--- config.mk ---
export PLATFORM = sky130hd
export DESIGN_NAME = divisor_tick_gen
export DESIGN_NICKNAME = d
export VERILOG_FILES = /design/src/rtl/divisor_tick_gen.sv
export SDC_FILE = /design/constraint.sdc
export NUM_CORES = 1
export LEC_CHECK = 0
export ABC_AREA = 0
export CAP_MARGIN = 20
export CELL_PAD_IN_SITES_DETAIL_PLACEMENT = 0
export CELL_PAD_IN_SITES_GLOBAL_PLACEMENT = 1
export CORE_AREA = 2 2 133 83
export CTS_CLUSTER_SIZE = 16
export DETAILED_ROUTE_END_ITERATION = 7
export DIE_AREA = 0 0 135 85
export PLACE_DENSITY_LB_ADDON = 0.15
export REMOVE_ABC_BUFFERS = 1
export SLEW_MARGIN = 20
export SYNTH_ARGS = -nofsm -noshare
export SYNTH_HDL_FRONTEND = slang
export SYNTH_SLANG_ARGS = --single-unit
--- constraint.sdc ---
create_clock -name clock -period 3.55 [get_ports clock]
set_input_delay 0.5325 -clock clock [delete_from_list [all_inputs] [get_ports clock]]
set_output_delay 0.5325 -clock clock [all_outputs]
set_load 0.01 [all_outputs]
--- src/rtl/divisor_tick_gen.sv ---
// Multi-channel programmable tick generator with a free-running display-select prescaler.
// Optional square-wave outputs are built only when DIVISOR_SQUARE_OUT_EN is defined.
module divisor_tick_gen #(
  parameter int NUM_CH = 2,
  parameter int CNT_W  = 22,
  parameter int SEL_W  = 17
) (
  input  logic                    clock,
  input  logic                    reset,
  input  logic [NUM_CH-1:0]       ch_en,
  input  logic [NUM_CH*CNT_W-1:0] div_val,
  output logic [NUM_CH-1:0]       tick,
  output logic [NUM_CH-1:0]       sq,
  output logic                    sel
);

  logic [CNT_W-1:0]  cnt_q   [NUM_CH];
  logic [CNT_W-1:0]  cnt_d   [NUM_CH];
  logic [CNT_W-1:0]  div_q   [NUM_CH];
  logic [CNT_W-1:0]  div_d   [NUM_CH];
  logic [NUM_CH-1:0] tick_q;
  logic [NUM_CH-1:0] tick_d;
  logic [SEL_W-1:0]  presc_q;
  logic [SEL_W-1:0]  presc_d;
`ifdef DIVISOR_SQUARE_OUT_EN
  logic [NUM_CH-1:0] sq_q;
  logic [NUM_CH-1:0] sq_d;
`endif

  // The divisor is re-latched only at terminal count, so a smaller new value
  // can never strand the counter above its compare point.
  always_comb begin
    tick_d  = '0;
    presc_d = presc_q + SEL_W'(1);
`ifdef DIVISOR_SQUARE_OUT_EN
    sq_d    = sq_q;
`endif
    for (int i = 0; i < NUM_CH; i++) begin
      cnt_d[i] = cnt_q[i];
      div_d[i] = div_q[i];
      if (ch_en[i]) begin
        if (cnt_q[i] == div_q[i]) begin
          cnt_d[i]  = '0;
          div_d[i]  = div_val[i*CNT_W +: CNT_W];
          tick_d[i] = 1'b1;
`ifdef DIVISOR_SQUARE_OUT_EN
          sq_d[i]   = ~sq_q[i];
`endif
        end else begin
          cnt_d[i] = cnt_q[i] + CNT_W'(1);
        end
      end
    end
  end

  always_ff @(posedge clock) begin
    if (reset) begin
      for (int i = 0; i < NUM_CH; i++) begin
        cnt_q[i] <= '0;
        div_q[i] <= div_val[i*CNT_W +: CNT_W];
      end
      tick_q  <= '0;
      presc_q <= '0;
`ifdef DIVISOR_SQUARE_OUT_EN
      sq_q    <= '0;
`endif
    end else begin
      for (int i = 0; i < NUM_CH; i++) begin
        cnt_q[i] <= cnt_d[i];
        div_q[i] <= div_d[i];
      end
      tick_q  <= tick_d;
      presc_q <= presc_d;
`ifdef DIVISOR_SQUARE_OUT_EN
      sq_q    <= sq_d;
`endif
    end
  end

  assign tick = tick_q;
  assign sel  = presc_q[SEL_W-1];
`ifdef DIVISOR_SQUARE_OUT_EN
  assign sq   = sq_q;
`else
  assign sq   = '0;
`endif

endmodule

## After elaboration in Yosys (flattened, before gate mapping)

Memory sizes are Yosys's and may differ from the RTL's.
Cells that the tools add are included.

- Bits in registers: 19
- Memories kept: 2
- Output and inout port bits: 5
- RAM bits: 88

- Add/subtract/negate cells: 3
- Muxes and demuxes: 17
- Reductions and logical operators: 2
- Bitwise gates (word level): 6
- Equality and inequality tests: 2

Memories:

| memory | depth | bits a word | read ports | clocked after memory_dff | wr ports | line | text |
|---|---|---|---|---|---|---|---|
| cnt_q | 2 | 22 | 2 | 0 | 2 | 17 | `logic [CNT_W-1:0] cnt_q [NUM_CH];` |
| div_q | 2 | 22 | 2 | 0 | 2 | 19 | `logic [CNT_W-1:0] div_q [NUM_CH];` |

Operators by type and width:

| cell | count |
|---|---|
| 22-bit 2-to-1 mux | 12 |
| 22-bit by 1-bit adder with 22-bit output, second input constant | 2 |
| 22-bit == test | 2 |
| 17-bit by 1-bit adder with 17-bit output, second input constant | 1 |
| 1-bit 2-to-1 mux | 5 |
| 1-bit bitwise OR | 4 |
| 2-bit OR reduction | 2 |
| 1-bit inverter | 2 |

## Logic depth before layout (Yosys ltp)

An unclocked memory read counts as a cell.

- Depth after elaboration: 5
- Mapped depth: 6

## Worst setup path after synthesis

OpenSTA, ideal clock, no wires.

- Kind: input-to-reg
- From: input ch_en[1]
- To: memory div_q[1][0], in the netlist div_q[0][22], enable pin
- Path slack: 1,179 ps
- Path buffers: 2
- Cell stages on the path: 5
- Arrival time: 1,993 ps
- Cells stage by stage: buf_2 > nand4_1 > nor4_2 > buf_2 > a21o_1

RTL lines:

| element | line | text |
|---|---|---|
| start: declaration | 10 | `input logic [NUM_CH-1:0] ch_en,` |
| end: declaration | 19 |  |

==> metrics.txt <==
status=completed; peak supply drop=0.274 mV; hold crit path type=reg -> reg; Critical path buffers and inverters=1; # DRC=0; placed inst area=0.00556 mm2; io pins=53; cell-internal power=0.00197 W; final setup TNS=0 ps; final core utilization=56.9%; Leak=1.84 nW; Startpoint Class=input port; FP Rows=29; Max-cap violations=0; vias in the first global route=3309; die width=135 um; DRT Wirelength=11.0 mm; slowest CP cell=clkdlybuf4s50_1; Critical Path RT=3820 ps; Final Max Slew Viols=0; final instance area=0.00586 mm2; largest delay contributor family on the critical path=simple AND/OR/NAND/NOR gates; pin count of the biggest net entering global routing=28; top_reg_cell synth=dfxtp_1; Ys Warns=0; Net Sw Frac=21.9%; total track usage=20.4%; Clock transition at path regs=70 ps; Post-CTS Resized=0; CP peak stage delay=680 ps; global-route wire length before repair=17.8 mm; clock buffer count from CTS=9; worst skew pair latency=350 ps; postcts setup bufs=0; Die H=85 um; Seq cells post-synth=107; total iterations of the first detailed-routing run=4; fraction of layout cells with a size suffix above 1=9.81%; final setup vio count=0; Final Hold Viols=0; Vias per Instance=5.65; logic gate share of total power=6.2%; Cells after Synth=431; commonest cells after routing, fill and taps aside=dfxtp_1 (63), xnor2_1 (53), clkdlybuf4s50_1 (49), edfxtp_1 (44); Synth cell types=46; Final Skew=6.78 ps; initial antenna violation count=0; Ant. Diodes=0; Clock Tree Buf Depth=2; switching pwr=0.000553 W; Clock Power Share=39.8%; Post-CTS Hold Buffers=0; worst-path maximum fanout=8; CTS H-Tree Depth=3; unrepaired setup endpoints after global routing=false; CTS tree=done; Vias=3491; Crit. End Element=flop; Initial Util=48.1%; Layout area overhead=18.3%; number of flops mapped to enable cells by yosys=44; register area share after synthesis=52.1%; GR Overflow Total=0; layout net count=525; number of port buffers=50; WL/cell=17.8 um; Avg Cell Area, Syn=11.5 um2; RePlAce Congestion=0.785; clock root cell=clkbuf_16; # fillers=877; Clock Sinks=107; CP cell instances=clkdlybuf4s50_1, and4_1, nand4_4, or4_1, a221oi_2; Final period util=62.3%; initial DRC count=231; Detailed Place HPWL=7.84 mm; worst path arrival time=2480 ps; sequential share of power=54.0%; fin cells=618; final antenna-violating net count=0; most common cell after layout, fill and taps aside=dfxtp_1; dpl cells=602; P per Cell Area=430 mW/mm2; CORE AREA=0.0103 mm2; ys async rst share=0%; Achievable Freq=452 MHz; die area=0.0115 mm2; Post-Syn Area=0.00496 mm2; Period minus WS final=2210 ps; WS Path Type=in -> reg
==> kinds of logic (layout without fill, tap and decap cells) <==
logic type	after synthesis	in the layout	share of synthesized area (%)
simple gates	138	138	18.1
other cells	1	2	0.0757
compound gates	68	68	10.7
flops	107	107	52.1
mux	4	4	0.858
fa+ha+maj	3	3	0.757
buf+inv	31	78	3.41
xor+xnor	79	79	14.0
==> path summary, 6_finish.rpt <==
| kind | from | end | slack [ps] | cells past startpoint |
|---|---|---|---|---|
| worst max register to register | cnt_q[0][4] | div_q[0][19] | 1460 | 6 |
| worst max-delay path | ch_en[1] | cnt_q[0][40] | 1340 | 5 |
| worst min-delay path | presc_q[0] | presc_q[0] | 460 | 1 |
| worst min register to register | presc_q[0] | presc_q[0] | 460 | 1 |
==> layout make-up <==
class / instances / area (um2) / area share, %
Clock inverter: 7 / 76.3 / 1.30
Multi-Input combinational cell: 294 / 2230 / 38.1
Timing Repair Buffer: 58 / 556 / 9.48
Sequential cell: 107 / 2580 / 44.0
Inverter: 4 / 15.0 / 0.256
Clock buffer: 9 / 225 / 3.84
Tap cell: 139 / 174 / 2.97
==> routing by layer <==
metal	global-route usage (%)	share of wire [%]
met1	31.0	49
met2	27.7	41
met3	6.45	9.1
met4	5.87	1.1
met5	0	0
==> stage by stage <==
stage	hold slack [ps]	worst slack [ps]	power, W
final	457	1340	0.00252
after global routing	477	1230	0.00261
after CTS	461	1360	0.00255
after detailed placement	446	1020	0.00155
after global placement	434	1050	0.00154
after floorplan	425	769	0.00145
==> power groups by stage <==
| stage | logic [W] | clock network (W) | registers [W] |
|---|---|---|---|
| 5_1_grt | 0.000170 | 0.00107 | 0.00137 |
| 6_report | 0.000155 | 0.00101 | 0.00136 |
| 3_5_place_dp | 0.000154 | 0 | 0.00139 |
| 3_3_place_gp | 0.000151 | 0 | 0.00139 |
| 4_1_cts | 0.000156 | 0.00103 | 0.00136 |
| 2_1_floorplan | 0.0000666 | 0 | 0.00138 |
==> synth_stat cells (2+ instances only) <==
library cell	n	share of area (%)
and3b_1	2	0.35
dfxtp_1	63	25
edfxtp_1	44	27
nor3_1	4	0.40
clkbuf_1	11	0.83
nor2_1	15	1.1
inv_1	4	0.30
a221oi_2	5	1.5
nand4b_1	2	0.35
nor4_2	4	1.0
xnor2_1	53	9.4
mux2_2	2	0.45
and4_2	2	0.40
nand3_1	16	1.6
or4_1	6	0.91
buf_4	4	0.61
a21oi_1	2	0.20
and2_1	2	0.25
and3_1	4	0.50
or3_1	10	1.3
a221oi_1	13	2.3
mux2i_1	2	0.40
nand2_1	20	1.5
and4_1	11	1.9
buf_2	8	0.81
ha_1	3	0.76
nand4_1	26	3.3
nor2b_1	3	0.38
and3_2	3	0.45
a211oi_1	26	3.9
o21ai_0	12	1.2
xor2_1	26	4.6
o31ai_1	7	1.1
a21o_1	2	0.30
buf_6	3	0.68
==> registers in the layout, summed over array words and instances (netlist names) <==
name,cells
presc_q,17
cnt_q,44
div_q,44
tick,2
==> worst reg2reg max path: cells and delay by family, from the launching register on <==
family | cells | cell delay (ps)
buf+inv | 2 | 630
flops | 1 | 480
simple gates | 2 | 310
compound gates | 1 | 170
xor+xnor | 1 | 160
(Power assumes the default switching activity.)
